## src/rtl/cic_comp_fir.sv

```systemverilog
// -----------------------------------------------------------------------------
// cic_comp_fir
//   CIC droop compensator running at the decimated rate. Applies the fixed
//   symmetric 3-tap FIR h = [-A, 2^SHIFT+2A, -A] / 2^SHIFT (unity DC gain),
//   rounds half-up, and saturates the result back to WIDTH bits.
//
// Ports
//   clk        clock
//   rstn       asynchronous active-low reset
//   in_data    signed input sample (WIDTH)
//   in_valid   in_data is valid this cycle
//   in_ready   block accepts in_data this cycle
//   out_data   compensated signed sample (WIDTH)
//   out_valid  out_data is valid; held until accepted
//   out_ready  consumer accepts out_data this cycle
//   sat        sticky flag: some output was clamped
//   sat_clr    synchronous clear of sat (a new clamp event wins)
//
// Handshake: a transfer happens on a rising edge where valid && ready are both
// high. The producer never drops valid or changes data until the transfer
// happens. Here in_ready = !(out_valid && !out_ready), i.e. the whole pipe
// (delay line, stage 1, stage 2) freezes while the output is stalled, so a
// pending stage-1 result is never lost.
//
// Pipeline
//   stage 1: three tap products, registered, with the delay line shift.
//   stage 2: sum + rounding constant, arithmetic shift, clamp, output register.
// -----------------------------------------------------------------------------
module cic_comp_fir #(
  parameter int WIDTH      = 16,
  parameter int A          = 2,
  parameter int SHIFT      = 4,
  parameter bit SVA_ENABLE = 1'b1
) (
  input  logic             clk,
  input  logic             rstn,
  input  logic [WIDTH-1:0] in_data,
  input  logic             in_valid,
  output logic             in_ready,
  output logic [WIDTH-1:0] out_data,
  output logic             out_valid,
  input  logic             out_ready,
  output logic             sat,
  input  logic             sat_clr
);

  // Wide enough for the full tap sum: the centre coefficient is at most
  // 2^(SHIFT+1), the outer ones 2^(SHIFT-1), plus sign and rounding headroom.
  localparam int ACC_W = WIDTH + SHIFT + 3;

  typedef logic signed [ACC_W-1:0] acc_t;

  localparam acc_t C_OUT = acc_t'(A);
  localparam acc_t C_MID = acc_t'((1 << SHIFT) + 2 * A);
  localparam acc_t RND   = acc_t'(1 << (SHIFT - 1));
  localparam acc_t Y_MAX = {{(ACC_W-WIDTH+1){1'b0}}, {(WIDTH-1){1'b1}}};
  localparam acc_t Y_MIN = {{(ACC_W-WIDTH+1){1'b1}}, {(WIDTH-1){1'b0}}};

  function automatic acc_t sext(input logic [WIDTH-1:0] v);
    return {{(ACC_W-WIDTH){v[WIDTH-1]}}, v};
  endfunction

  // Delay line: x1 is the previous accepted sample, x2 the one before.
  logic [WIDTH-1:0] x1;
  logic [WIDTH-1:0] x2;

  // Stage-1 registers
  acc_t p0;
  acc_t p1;
  acc_t p2;
  logic v1;

  // Handshake
  logic stall;
  logic accept;

  // Stage-2 combinational path
  acc_t             acc;
  acc_t             y;
  logic             clamp_hi;
  logic             clamp_lo;
  logic [WIDTH-1:0] y_sat;

  assign stall    = out_valid && !out_ready;
  assign in_ready = !stall;
  assign accept   = in_valid && in_ready;

  always_comb begin
    acc      = p0 + p1 + p2 + RND;
    y        = acc >>> SHIFT;
    clamp_hi = (y > Y_MAX);
    clamp_lo = (y < Y_MIN);
    y_sat    = y[WIDTH-1:0];
    if (clamp_hi) begin
      y_sat = Y_MAX[WIDTH-1:0];
    end else if (clamp_lo) begin
      y_sat = Y_MIN[WIDTH-1:0];
    end
  end

  always_ff @(posedge clk or negedge rstn) begin
    if (!rstn) begin
      x1        <= '0;
      x2        <= '0;
      p0        <= '0;
      p1        <= '0;
      p2        <= '0;
      v1        <= 1'b0;
      out_data  <= '0;
      out_valid <= 1'b0;
    end else if (!stall) begin
      // Stage 1: products use the history before this sample shifts in.
      v1 <= accept;
      if (accept) begin
        p0 <= -(C_OUT * sext(in_data));
        p1 <= C_MID * sext(x1);
        p2 <= -(C_OUT * sext(x2));
        x2 <= x1;
        x1 <= in_data;
      end
      // Stage 2: not stalled means the output register is free or being
      // drained this cycle, so it either takes the new result or empties.
      out_valid <= v1;
      if (v1) begin
        out_data <= y_sat;
      end
    end
  end

  always_ff @(posedge clk or negedge rstn) begin
    if (!rstn) begin
      sat <= 1'b0;
    end else if (v1 && !stall && (clamp_hi || clamp_lo)) begin
      sat <= 1'b1;
    end else if (sat_clr) begin
      sat <= 1'b0;
    end
  end

  generate
    if (SVA_ENABLE) begin : g_sva
      a_out_stable : assert property (@(posedge clk) disable iff (!rstn)
        (out_valid && !out_ready) |=> (out_valid && $stable(out_data)));

      a_valid_no_drop : assert property (@(posedge clk) disable iff (!rstn)
        $fell(out_valid) |-> $past(out_ready));

      a_in_ready : assert property (@(posedge clk) disable iff (!rstn)
        in_ready == !(out_valid && !out_ready));
    end
  endgenerate

endmodule

```

## config.mk

```make
export PLATFORM = sky130hd
export DESIGN_NAME = cic_comp_fir
export DESIGN_NICKNAME = d
export VERILOG_FILES = /design/src/rtl/cic_comp_fir.sv
export SDC_FILE = /design/constraint.sdc
export NUM_CORES = 1
export LEC_CHECK = 0
export CAP_MARGIN = 20
export CELL_PAD_IN_SITES_DETAIL_PLACEMENT = 2
export CELL_PAD_IN_SITES_GLOBAL_PLACEMENT = 2
export CORE_ASPECT_RATIO = 1.25
export CORE_MARGIN = 4
export CORE_UTILIZATION = 43
export CTS_CLUSTER_DIAMETER = 30
export DETAILED_ROUTE_END_ITERATION = 12
export PLACE_DENSITY_LB_ADDON = 0.2
export SYNTH_ARGS = -nofsm -noshare
export SYNTH_HDL_FRONTEND = slang
export SYNTH_SLANG_ARGS = --single-unit
export TNS_END_PERCENT = 100
```

## constraint.sdc

```tcl
create_clock -name clk -period 10.15 [get_ports clk]
set_input_delay 1.5225 -clock clk [delete_from_list [all_inputs] [get_ports clk]]
set_output_delay 1.5225 -clock clk [all_outputs]
set_load 0.01 [all_outputs]
```

==> metrics.md <==
| Metric | Value |
|---|---|
| Clock tree root driver cell | clkbuf_16 |
| Number of flops mapped to enable cells by yosys | 0 |
| Synth Area in Simple Gates | 12.78% |
| Vias | 5670 |
| Starting Density | between 40% and 50% |
| Xor/xnor share of the synthesized area | between 6 and 7% |
| Total Wirelength | 20250 um |
| M2 GR Usage | just under 40% |
| #FFs+latches synth | roughly 110 |
| Vias/cell | ~5.6 |
| First-pass GRT wire length | 34220 um |
| First-pass DRT Iterations | 4 |
| Multi-input logic area | roughly 0.0043 sq mm |
| Met1 Track Usage GR | about 28% |
| Grt ovf | 0 |
| Area growth from synthesis to layout | 11.38% |
| Top Ports | 40 |
| Status | finished, final reports clean |
| Port bufs | 39 |
| Storage cell area | between 0.002 and 0.003 sq mm |
| Kind of critical path | in -> out |
| YS warnings | 0 |
| Top cells by area, synth | dfrtp_1 37%, ha_1 11%, fa_1 5.9%, mux2_2 5.2%, xor2_1 3.8% |
| Compound-Gate Fraction of Synth Area | 16.18% |
| Met3 Use GR | 2.158% |
| Post-synthesis async set-or-reset flop share | 100.0% |
| GR peak layer | met2 |
| Post-DRT Antenna Nets | 0 |
| Setup Fix Bufs, Post-CTS | 0 |
| Synth unique cells | 71 |
| Post-Synthesis Cell Area | between 0.007 and 0.008 sq mm |
| Initial antenna violation count | 0 |
| DRT iter0 DRCs | roughly 220 |
| Mux contribution to synthesized area | between 5 and 6% |
| Synth Area per Inst | approximately 10 sq um |
| Largest net degree at the start of global routing | around 110 |
| CP endpoint kind | output port |
| Most frequent cells in the layout | 112 x dfrtp_1, 71 x inv_1, 70 x nand2_1 |
| Critical Path AT | roughly 2900 ps |
| CTS tree | yes |
| Vias in the first global route | 6532 |
| Htree depth | 3 |
| Tmin final | 4422 ps |
| CP Launch Type | primary input |
| N_diodes | 0 |
| Clock-pin slew on the worst setup and hold paths | 80 ps |
| Post-Route Setup TNS | 0 ps |
| Fmax | about 0.23 GHz |
| Net count, final | ~890 |
| Commonest non-fill, non-tap cell in the layout | dfrtp_1 |
| Synth top area share | ~37% |
| Final worst path period share | between 40% and 50% |
| GRT Resource Usage Total | 21.63% |
| Mapped Cells | 752 |
| CP required | 8630 ps |
| Layout cell share with drive strength beyond 1 | 9.911% |
| Fillers | 1805 |
| Cell taking the most area after synthesis | dfrtp_1 |
| Dominant synthesized flop cell | dfrtp_1 |
| Die Ht | between 150 and 200 um |
| Residual DRC | 0 |
| Rel. slew slack | about 28% |
| Per-cell routed wire length | ~20 um |
| Post-synthesis sequential area ratio | between 30% and 40% |
| Slew @ Worst Pin | ~1100 ps |
| # Max-Cap Violations | 0 |
| Largest family of logic cells by synthesized area | adder cells |
| CTS Buffer Depth | 2 |
| Core ar. | around 0.017 sq mm |
| Final setup viols | 0 |
| RSZ-0062 raised after global routing | false |
| Clock Sink Count | approximately 110 |
| Hold Crit Class | reg -> reg |
| Hpwl dp | between 15000 and 20000 um |
| Global placement routability congestion | ~0.8 |
| Fin. Hold Viols | 0 |
| Slew Limit Fails | 0 |
| Die Wd | around 130 um |
| CTS Hold Buffers Added | 0 |
| Final Skew | roughly 10 ps |
| Resize count post-CTS | 0 |
| Die ar. | 0.01967 sq mm |
| Worst-Skew Late Latency | between 300 and 400 ps |
| Clock buffer count from CTS | 9 |
| Row cnt | between 50 and 60 |
| Net count after synthesis | between 800 and 900 |
| Crit-path max FO | 7 |
| Post-synthesis adder-cell area fraction | roughly 17% |
cells in the mapped netlist (2+ instances only):
library cell	number
clkbuf_1	11
o21ai_1	2
nand3b_1	2
nor4_1	9
fa_1	22
a311oi_1	9
a21oi_1	26
inv_1	71
nand2b_1	9
buf_1	6
mux2_2	35
ha_1	68
nand4_1	6
o21ai_0	56
or4_1	3
nor2_1	37
nand3_1	7
o21a_1	7
a22oi_1	2
o31ai_1	4
and3_1	6
a211oi_1	6
a211o_1	2
a2111oi_0	2
a21o_1	21
xor2_1	33
a21oi_2	3
buf_6	4
a211oi_2	2
dfrtp_1	112
nand2_1	71
and2_1	3
nor3_1	25
a31oi_1	5
or3_1	5
o21bai_1	5
nor2b_1	5
xnor2_1	17
layer usage:
metal | part of all wire (%) | wire, um | up-vias
li1 | - | - | 2699
met1 | 45 | 9049 | 2914
met2 | 53 | 10660 | 44
met3 | 1.4 | 275 | 13
met4 | 1.3 | 268 | 0
met5 | 0 | 0 | -
area by class of cell:
cell class,count,share of cell area [%]
multi-input combinational,546,51.76
sequential,112,33.47
timing repair buffer,42,4.901
tap,220,3.288
inverter,71,3.183
clock buffer,12,2.944
clock inverter,4,0.4483
worst paths after layout:
check / start / endpoint / slack, ps / depth (start not counted)
worst max-delay path: out_ready / in_ready / 5730 / 3
worst min-delay path: p2[14]$_DFFE_PN0P_ / p2[14]$_DFFE_PN0P_ / 490 / 2
worst max register to register: x2[0]$_DFFE_PN0P_ / out_data[13]$_DFFE_PN0P_ / 5750 / 13
worst min register to register: p2[14]$_DFFE_PN0P_ / p2[14]$_DFFE_PN0P_ / 490 / 2
max in group asynchronous: rstn / p2[9]$_DFFE_PN0P_ / 7620 / 2
min in group asynchronous: rstn / out_data[15]$_DFFE_PN0P_ / 1130 / 1
sequential cells by signal, indices dropped and copies added (netlist names):
signal	flops
p2	22
p0	21
p1	18
out_data	16
x1	16
x2	16
out_valid	1
sat	1
v1	1
worst max-delay path: stages:
cell             delay (ps)
clkdlybuf4s50_1         450
nand2b_1                310
clkdlybuf4s50_1         620
metrics by stage:
stage / area (sq um) / worst slack (ps) / hold WS [ps] / utilization (%) / std cells
final: 8373 / 5728 / 488.2 / 49.32 / 1007
after global routing: 8373 / 5359 / 527.4 / 49.32 / 1007
after CTS: 8373 / 5720 / 492.1 / 49.32 / 1007
after detailed placement: 8089 / 5731 / 474.6 / 47.65 / 991
after global placement: 8089 / 5749 / 461.3 / 47.65 / 991
after floorplan: 7517 / 6482 / 448.5 / - / 752
kinds of logic after synthesis:
family          Yosys count
mux                      36
compound gates          172
flops                   112
simple gates            197
xor+xnor                 51
buf+inv                  94
fa+ha+maj                90
Power is left out: the tool's default activity adds up to more than one toggle a clock period on the data nets, which glitch-free logic cannot reach.
